File: src/rtl/fir_mac_sequencer_if.sv
// Sample, result, coefficient-write and status signals of fir_mac_sequencer.
// The slave modport is the engine side; master is the producer/consumer side.
interface fir_mac_sequencer_if #(
  parameter int DATA_WIDTH  = 8,
  parameter int COEFF_WIDTH = 8,
  parameter int TAPS        = 4,
  parameter int ACC_WIDTH   = DATA_WIDTH + COEFF_WIDTH + 2
);
  localparam int AW = $clog2(TAPS);

  logic                          s_valid;
  logic                          s_ready;
  logic signed [DATA_WIDTH-1:0]  s_data;
  logic                          coef_we;
  logic [AW-1:0]                 coef_addr;
  logic signed [COEFF_WIDTH-1:0] coef_data;
  logic                          coef_wr_drop;
  logic                          m_valid;
  logic                          m_ready;
  logic signed [ACC_WIDTH-1:0]   m_data;
  logic                          busy;

  modport slave (
    input  s_valid, s_data, coef_we, coef_addr, coef_data, m_ready,
    output s_ready, coef_wr_drop, m_valid, m_data, busy
  );

  modport master (
    output s_valid, s_data, coef_we, coef_addr, coef_data, m_ready,
    input  s_ready, coef_wr_drop, m_valid, m_data, busy
  );
endinterface

File: src/rtl/fir_mac_sequencer.sv
// Time-multiplexed FIR engine: one shared multiply-accumulate unit is stepped
// across a TAPS-deep delay line, one tap per clock, for every accepted sample.
module fir_mac_sequencer #(
  parameter int DATA_WIDTH  = 8,
  parameter int COEFF_WIDTH = 8,
  parameter int TAPS        = 4,
  parameter int ACC_WIDTH   = DATA_WIDTH + COEFF_WIDTH + 2
) (
  input  logic               clk,
  input  logic               rst,
  fir_mac_sequencer_if.slave io_bus
);
  localparam int AW = $clog2(TAPS);
  localparam int PW = DATA_WIDTH + COEFF_WIDTH;
  localparam logic [AW-1:0] TAP_LAST = AW'(TAPS - 1);
  localparam logic [AW:0] TAP_COUNT = (AW + 1)'(TAPS);

  typedef enum logic [1:0] {IDLE, MAC, OUT} state_t;

  state_t                        r_state;
  state_t                        w_stateNext;
  logic signed [DATA_WIDTH-1:0]  r_x [TAPS];
  logic signed [COEFF_WIDTH-1:0] r_h [TAPS];
  logic signed [ACC_WIDTH-1:0]   r_acc;
  logic [AW-1:0]                 r_tap;
  logic                          r_busy;
  logic                          r_coefWrDrop;
  logic                          w_sReady;
  logic                          w_mValid;
  logic                          w_sAccept;
  logic                          w_coefWrOk;
  logic signed [PW-1:0]          w_prod;
  logic signed [ACC_WIDTH-1:0]   w_prodExt;

  always_ff @(posedge clk or posedge rst) begin
    if (rst) r_state <= IDLE;
    else     r_state <= w_stateNext;
  end

  always_comb begin
    w_stateNext = r_state;
    w_sReady    = 1'b0;
    w_mValid    = 1'b0;
    case (r_state)
      IDLE: begin
        w_sReady = ~rst;
        if (io_bus.s_valid && w_sReady) w_stateNext = MAC;
      end
      MAC: begin
        if (r_tap == TAP_LAST) w_stateNext = OUT;
      end
      OUT: begin
        w_mValid = 1'b1;
        if (io_bus.m_ready) w_stateNext = IDLE;
      end
      default: w_stateNext = IDLE;
    endcase
  end

  assign w_sAccept  = w_sReady & io_bus.s_valid;
  // Writes only land while idle, so a running MAC always sees one coefficient set
  assign w_coefWrOk = io_bus.coef_we & (r_state == IDLE) & ({1'b0, io_bus.coef_addr} < TAP_COUNT);

  // Full-precision signed product, then sign-extended (or wrapped) to the accumulator width
  assign w_prod = PW'(r_x[r_tap]) * PW'(r_h[r_tap]);

  generate
    if (ACC_WIDTH > PW) begin : g_extend
      assign w_prodExt = {{(ACC_WIDTH - PW){w_prod[PW-1]}}, w_prod};
    end else if (ACC_WIDTH == PW) begin : g_equal
      assign w_prodExt = w_prod;
    end else begin : g_wrap
      assign w_prodExt = w_prod[ACC_WIDTH-1:0];
    end
  endgenerate

  always_ff @(posedge clk or posedge rst) begin
    if (rst) begin
      r_acc        <= '0;
      r_tap        <= '0;
      r_busy       <= 1'b0;
      r_coefWrDrop <= 1'b0;
      for (int i = 0; i < TAPS; i++) begin
        r_x[i] <= '0;
        r_h[i] <= '0;
      end
    end else begin
      r_busy       <= (w_stateNext != IDLE);
      r_coefWrDrop <= io_bus.coef_we & ~w_coefWrOk;
      if (w_coefWrOk) r_h[io_bus.coef_addr] <= io_bus.coef_data;
      if (w_sAccept) begin
        for (int i = TAPS - 1; i > 0; i--) r_x[i] <= r_x[i-1];
        r_x[0] <= io_bus.s_data;
        r_acc  <= '0;
        r_tap  <= '0;
      end else if (r_state == MAC) begin
        r_acc <= r_acc + w_prodExt;
        r_tap <= (r_tap == TAP_LAST) ? '0 : r_tap + 1'b1;
      end
    end
  end

  assign io_bus.s_ready      = w_sReady;
  assign io_bus.m_valid      = w_mValid;
  assign io_bus.m_data       = r_acc;
  assign io_bus.busy         = r_busy;
  assign io_bus.coef_wr_drop = r_coefWrDrop;
endmodule
File: src/flat_wrapper.sv
// flat-port wrapper written by rule: the top's interface ports become plain ports
module fir_mac_sequencer_flat 
#(
  parameter int DATA_WIDTH  = 8,
  parameter int COEFF_WIDTH = 8,
  parameter int TAPS        = 4,
  parameter int ACC_WIDTH   = DATA_WIDTH + COEFF_WIDTH + 2
)
  (clk, rst, io_bus_s_valid, io_bus_s_data, io_bus_coef_we, io_bus_coef_addr, io_bus_coef_data, io_bus_m_ready, io_bus_s_ready, io_bus_coef_wr_drop, io_bus_m_valid, io_bus_m_data, io_bus_busy);
  fir_mac_sequencer_if #(.DATA_WIDTH(DATA_WIDTH), .COEFF_WIDTH(COEFF_WIDTH), .TAPS(TAPS), .ACC_WIDTH(ACC_WIDTH)) io_bus_i ();
  input  logic clk;
  input  logic rst;
  input wire logic [$bits(io_bus_i.s_valid)-1:0] io_bus_s_valid;
  input wire logic [$bits(io_bus_i.s_data)-1:0] io_bus_s_data;
  input wire logic [$bits(io_bus_i.coef_we)-1:0] io_bus_coef_we;
  input wire logic [$bits(io_bus_i.coef_addr)-1:0] io_bus_coef_addr;
  input wire logic [$bits(io_bus_i.coef_data)-1:0] io_bus_coef_data;
  input wire logic [$bits(io_bus_i.m_ready)-1:0] io_bus_m_ready;
  output wire logic [$bits(io_bus_i.s_ready)-1:0] io_bus_s_ready;
  output wire logic [$bits(io_bus_i.coef_wr_drop)-1:0] io_bus_coef_wr_drop;
  output wire logic [$bits(io_bus_i.m_valid)-1:0] io_bus_m_valid;
  output wire logic [$bits(io_bus_i.m_data)-1:0] io_bus_m_data;
  output wire logic [$bits(io_bus_i.busy)-1:0] io_bus_busy;
  assign io_bus_i.s_valid = io_bus_s_valid;
  assign io_bus_i.s_data = io_bus_s_data;
  assign io_bus_i.coef_we = io_bus_coef_we;
  assign io_bus_i.coef_addr = io_bus_coef_addr;
  assign io_bus_i.coef_data = io_bus_coef_data;
  assign io_bus_i.m_ready = io_bus_m_ready;
  assign io_bus_s_ready = io_bus_i.s_ready;
  assign io_bus_coef_wr_drop = io_bus_i.coef_wr_drop;
  assign io_bus_m_valid = io_bus_i.m_valid;
  assign io_bus_m_data = io_bus_i.m_data;
  assign io_bus_busy = io_bus_i.busy;
  fir_mac_sequencer #(.DATA_WIDTH(DATA_WIDTH), .COEFF_WIDTH(COEFF_WIDTH), .TAPS(TAPS), .ACC_WIDTH(ACC_WIDTH)) u_core (.clk(clk), .rst(rst), .io_bus(io_bus_i));
endmodule
File: config.mk
export PLATFORM = sky130hd
export DESIGN_NAME = fir_mac_sequencer_flat
export DESIGN_NICKNAME = d
export VERILOG_FILES = /design/src/rtl/fir_mac_sequencer_if.sv /design/src/rtl/fir_mac_sequencer.sv /design/src/flat_wrapper.sv
export SDC_FILE = /design/constraint.sdc
export NUM_CORES = 1
export LEC_CHECK = 0
export CAP_MARGIN = 20
export CORE_MARGIN = 3
export CORE_UTILIZATION = 51
export DETAILED_ROUTE_END_ITERATION = 7
export PLACE_DENSITY = 0.8
export SYNTH_ARGS = -nofsm -noshare
export SYNTH_HDL_FRONTEND = slang
export SYNTH_SLANG_ARGS = --single-unit
File: constraint.sdc
create_clock -name clk -period 6.49 [get_ports clk]
set_input_delay 0.9735 -clock clk [delete_from_list [all_inputs] [get_ports clk]]
set_output_delay 0.9735 -clock clk [all_outputs]
set_load 0.05 [all_outputs]
==> results of run 1 <==
[placed cells by master, fill, tap and decap left out, drive strengths merged, types with 11 or more instances in the layout]
master         synthesis  layout
nand2                142     142
dfrtp                 88      88
clkdlybuf4s50          0      44
inv                   91      91
mux2                  33      33
ha                    43      43
mux4                  15      15
fa                    80      80
and2                  33      33
nor2                  11      11
clkbuf                 7      11
o21ai                 16      16
[final timing paths]
| kind | start | end | depth (start not counted) |
|---|---|---|---|
| max | u_core.r_tap[0] | u_core.io_bus.m_data[15] | 17 |
| min | u_core.r_x[0] | u_core.r_x[0] | 2 |
| max reg2reg | u_core.r_tap[0] | u_core.io_bus.m_data[15] | 17 |
| min reg2reg | u_core.r_x[0] | u_core.r_x[0] | 2 |
| max in group asynchronous | rst | u_core.io_bus.m_data[13] | 4 |
| min in group asynchronous | rst | u_core.io_bus.busy | 3 |
[worst min-delay path: stages, from the launching register on]
cell and delay (ps):
dfrtp_1 340, nand2_1 50, nand2_1 50
[state kept, by name (all words and copies together), names as in the netlist]
name / cells
u_core.io_bus.busy: 1
u_core.io_bus.m_data: 18
u_core.r_tap: 2
u_core.r_state: 2
u_core.io_bus.coef_wr_drop: 1
u_core.r_x: 32
u_core.r_h: 32
[final cells by class]
type                            count  area, sq um
Fill cell                        1061         5340
Multi-Input combinational cell    455         4360
Sequential cell                    88         2200
Timing Repair Buffer               53          528
Inverter                           91          343
Clock buffer                       11          243
Tap cell                          176          220
Clock inverter                      5         65.1
[layer usage]
metal / global-route usage (%) / part of all wire, %
met5: 0 / 0
met4: 10.1 / 3.5
met3: 3.39 / 5.1
met2: 37.0 / 52
met1: 26.4 / 40
[cell families (layout without fill, tap and decap cells)]
logic type | count (synthesis) | after routing | share of synthesized area (%)
AOI/OAI and AO/OA | 50 | 50 | 5.36
xor gates and xnor gates | 12 | 12 | 1.50
adders and majority gates | 123 | 123 | 30.6
buffers and inverters | 108 | 160 | 6.11
DFF | 88 | 88 | 31.5
muxes | 49 | 49 | 10.3
and+or+nand+nor | 221 | 221 | 14.6
[stage by stage]
step	worst slack, ps	hold WS (ps)	util [%]	instance area, sq um
after floorplan	1090	441	-	6980
after global placement	767	452	57.3	7620
after detailed placement	567	462	57.3	7620
after CTS	564	478	59.6	7930
after global routing	262	509	59.8	7960
final	575	478	59.8	7960
==> out/metrics.yaml, run 1 <==
wl_per_cell_um: 16.4
critPathMaxStageDelay_ps: 600
synth.most_common_cell: "nand2_1"
hold_violations: 0
grt_overflow: 0
max_freq_mhz: 169
crit_buf_inv: 3
dieArea_sq_mm: 0.0151
fin_nets: 844
ioPinCount: 45
cp.arrival_ps: 6110
gp_congestion: 0.849
ys_top_cells_by_area: "dfrtp_1 (32%), fa_1 (23%), ha_1 (7.7%), nand2_1 (7.6%), inv_1 (4.9%)"
htree_levels: 3
cap_violations: 0
drive_gt1_share_pct: 11.9
rows: 42
crit_path_cell_trace: "buf_4 > mux4_2 > and2_1 > inv_1 > fa_1 > inv_1 > fa_1 > fa_1 > fa_1 > fa_1 > ha_1 > o21ai_0 > o211ai_2 > a31o_2 > a21oi_2 > xor2_1 > o21ai_1"
finalMaxSlewViolations: 0
yosys_register_bits: 88
yosys_warnings: 0
r2r_slack_ps: 570
drtPass1Iterations: 4
cts_root_buf: "clkbuf_16"
wl_mm: 14.4
clock-sinks: 88
cp_slowest_cell: "and2_1"
fin_cells: 879
tightest_slew_ps: 971
drc: 0
synth_top_area_share_pct: 31.5
rsz0062_at_grt: "no"
outcome: "finished, final reports clean"
synthTopCellsByCount: "nand2_1 (142), inv_1 (91), dfrtp_1 (88), fa_1 (80), ha_1 (43)"
die_h_um: 123
die_w_um: 123
critical_path_required_ps: 6690
tns_ps: 0
setup_viol: 0
post_cts_resized: 0
netlist_instances: 651
syn-cell-area_sq_mm: 0.00698
fp.coreArea_sq_mm: 0.0133
clk_pin_slew_ps: 70
antenna_found_initial: 0
cts_buffers: 9
grt_start_max_net_pins: 89
place_hpwl_mm: 11.0
postRouteAntennaNets: 0
synth_cell_type_count: 56
start_util_pct: 52.5
via_per_inst: 5.44
grt_usage_pct: 21.4
synthFlopType: "dfrtp_1"
diodes: 0
yosysSeqAreaShare_pct: 31.5
async_flop_share_pct: 100
clock_latency_ps: 350
cts-hold-fix-buffers: 0
yosysTopAreaCell: "dfrtp_1"
endpoint_kind: "register"
placed_cells: 862
grt_pass1_wl_mm: 24.9
synth_area_per_cell_sq_um: 10.7
cts_tree: "done"
clockBufferDepth: 2
start_kind: "register"
syn_to_final_growth_pct: 13.9
fin_crit_ps: 5920
synth-edff-count: 0
skew_ps: 6.96
path_max_fanout: 11
cts_setup_buffers: 0
worstSetupPathType: "register to register"
grt_pass1_vias: 5229
port_buffers: 44
dr.first_iter.drc_count: 359
relSlewSlack_pct: 35.3
crit_family: "adder cells"
hold_path_class: "register to register"
crit_top_cell: "fa_1"
fin_crit_sh_pct: 91.1
syn-num-nets: 797
num_vias: 4778
Power of run 1 is left out: the tool's default activity adds up to more than one toggle a clock period on the data nets, which glitch-free logic cannot reach.
==> run 2: changes to the inputs <==
GPL_TIMING_DRIVEN = 1   (was unset)
==> results of run 2 <==
No change in the layout: final DEF, timing and power equal those of run 1.
Power of run 2 is left out for the same reason.
==> run 3: changes to the inputs <==
CORE_UTILIZATION = 61   (was 51)
GPL_TIMING_DRIVEN = unset   (was 1)
PLACE_DENSITY = 0.92   (was 0.8)
==> out/metrics.yaml, run 3 (same netlist as run 1, synthesis figures left out) <==
grt_pass1_wl_mm: 26.4  # +6.0%
cap_violations: 0  # unchanged
final_common_cell: "nand2_1"
path_max_fanout: 11  # unchanged
setup_viol: 0  # unchanged
crit_family: "adder cells"
cp.arrival_ps: 6090  # -20 ps
port_buffers: 44  # unchanged
max_freq_mhz: 171  # +0.93%
grt_usage_pct: 26.6  # +5.2 points
setup_slack_ps: 629  # +54.3 ps
crit_buf_inv: 2  # -1
place_ws_ps: 655  # +88.2 ps
fin_crit_ps: 5860  # -54.3 ps
wl_mm: 15.3  # +5.8%
die_h_um: 113  # -8.1%
postRouteAntennaNets: 0  # unchanged
tightest_slew_ps: 891  # -79.9 ps
clock_latency_ps: 360  # about the same
cts_setup_buffers: 0  # unchanged
drive_gt1_share_pct: 12.2  # +0.27 points
endpoint_kind: "register"
dieArea_sq_mm: 0.0128  # -16%
via_per_inst: 5.77  # +6.2%
multi_input_area_sq_mm: 0.00436  # unchanged
start_util_pct: 63.3  # +11 points
crit_path_cell_trace: "buf_4 > mux4_2 > or2_1 > fa_1 > fa_1 > inv_1 > fa_1 > fa_1 > fa_1 > ha_1 > o21ai_0 > o211ai_2 > a31o_2 > o22ai_1 > or2_1 > o211ai_2"
drc: 0  # unchanged
fin_crit_sh_pct: 90.3  # -0.84 points
dr.first_iter.drc_count: 326  # -9.2%
grt_overflow: 0  # unchanged
htree_levels: 3  # unchanged
hold_path_class: "register to register"
relSlewSlack_pct: 40.6  # +5.3 points
place_hpwl_mm: 11.3  # +2.5%
num_vias: 4874  # +2.0%
fillers: 757  # -29%
die_w_um: 113  # -8.1%
tns_ps: 0  # unchanged
ioPinCount: 45  # unchanged
critPathMaxStageDelay_ps: 620  # +20 ps
cp_slowest_cell: "dfrtp_1"
wl_per_cell_um: 18.1  # +10%
rsz0062_at_grt: "no"
hold_violations: 0  # unchanged
outcome: "finished, final reports clean"
gp_congestion: 0.899  # +5.8%
drtPass1Iterations: 5  # +1
start_kind: "register"
skew_ps: 11.8  # +4.80 ps
cts_tree: "done"
crit_top_cell: "fa_1"
final_cell_mix: "nand2_1 (142), inv_1 (90), dfrtp_1 (88)"
critical_path_required_ps: 6720  # +30 ps
post_cts_resized: 0  # unchanged
clk_pin_slew_ps: 70  # about the same
clock-sinks: 88  # unchanged
cts_buffers: 9  # unchanged
clockBufferDepth: 2  # unchanged
finalMaxSlewViolations: 0  # unchanged
diodes: 0  # unchanged
fin_nets: 845  # +0.12%
worstSetupPathType: "register to register"
grt_pass1_vias: 5585  # +6.8%
seq_area_sq_mm: 0.00220  # unchanged
cts_root_buf: "clkbuf_16"
cts-hold-fix-buffers: 0  # unchanged
rows: 38  # -9.5%
antenna_found_initial: 0  # unchanged
fp.coreArea_sq_mm: 0.0110  # -17%
grt_start_max_net_pins: 89  # unchanged
syn_to_final_growth_pct: 13.5
run 3: cell types whose count changed in the layout (fill, tap and decap cells not counted):
cell        change
inv_6           +2
clkbuf_1        -1
clkinvlp_4      -1
buf_4           +1
run 3: metal layers:
metal | routed length, um | track usage (%) | vias to the layer above | share of wire (%)
met4 | 543 | 11.5 | 0 | 3.6
li1 | - | - | 2185 | -
met2 | 8180 | 47.0 | 172 | 53
met1 | 5790 | 32.0 | 2466 | 38
met3 | 778 | 4.97 | 51 | 5.1
met5 | 0 | 0 | - | 0
run 3: tightest hold or removal path, stage by stage, from the launching register on:
cell     delay, ps
dfrtp_1        350
nand2_1         50
nand2_1         50
run 3: path summary, 6_finish.rpt:
kind,start,to,slack [ps],depth (start not counted)
max,u_core.r_tap[0],u_core.io_bus.m_data[17],630,16
min,u_core.r_x[4],u_core.r_x[4],480,2
max reg2reg,u_core.r_tap[0],u_core.io_bus.m_data[17],630,16
min reg2reg,u_core.r_x[4],u_core.r_x[4],480,2
max in group asynchronous,rst,u_core.io_bus.m_data[6],4780,4
min in group asynchronous,rst,u_core.r_h[9],1080,3
run 3: final cells by class:
type,count,share of cell area (%)
inverters,91,4.33
clock inverters,6,0.947
multi-input cells,455,55.0
repair buffers,54,6.76
clock buffers,10,3.02
flip-flops and latches,88,27.8
well taps,140,2.21
run 3: metrics by stage:
step | area (sq um) | hold slack [ps] | utilization, % | instances
6_report | 7930 | 480 | 71.8 | 844
5_1_grt | 7930 | 505 | 71.8 | 844
4_1_cts | 7900 | 482 | 71.6 | 843
3_5_place_dp | 7580 | 464 | 68.8 | 827
3_3_place_gp | 7580 | 452 | 68.8 | 827
2_1_floorplan | 6980 | 441 | - | 651
Power of run 3 is left out for the same reason.
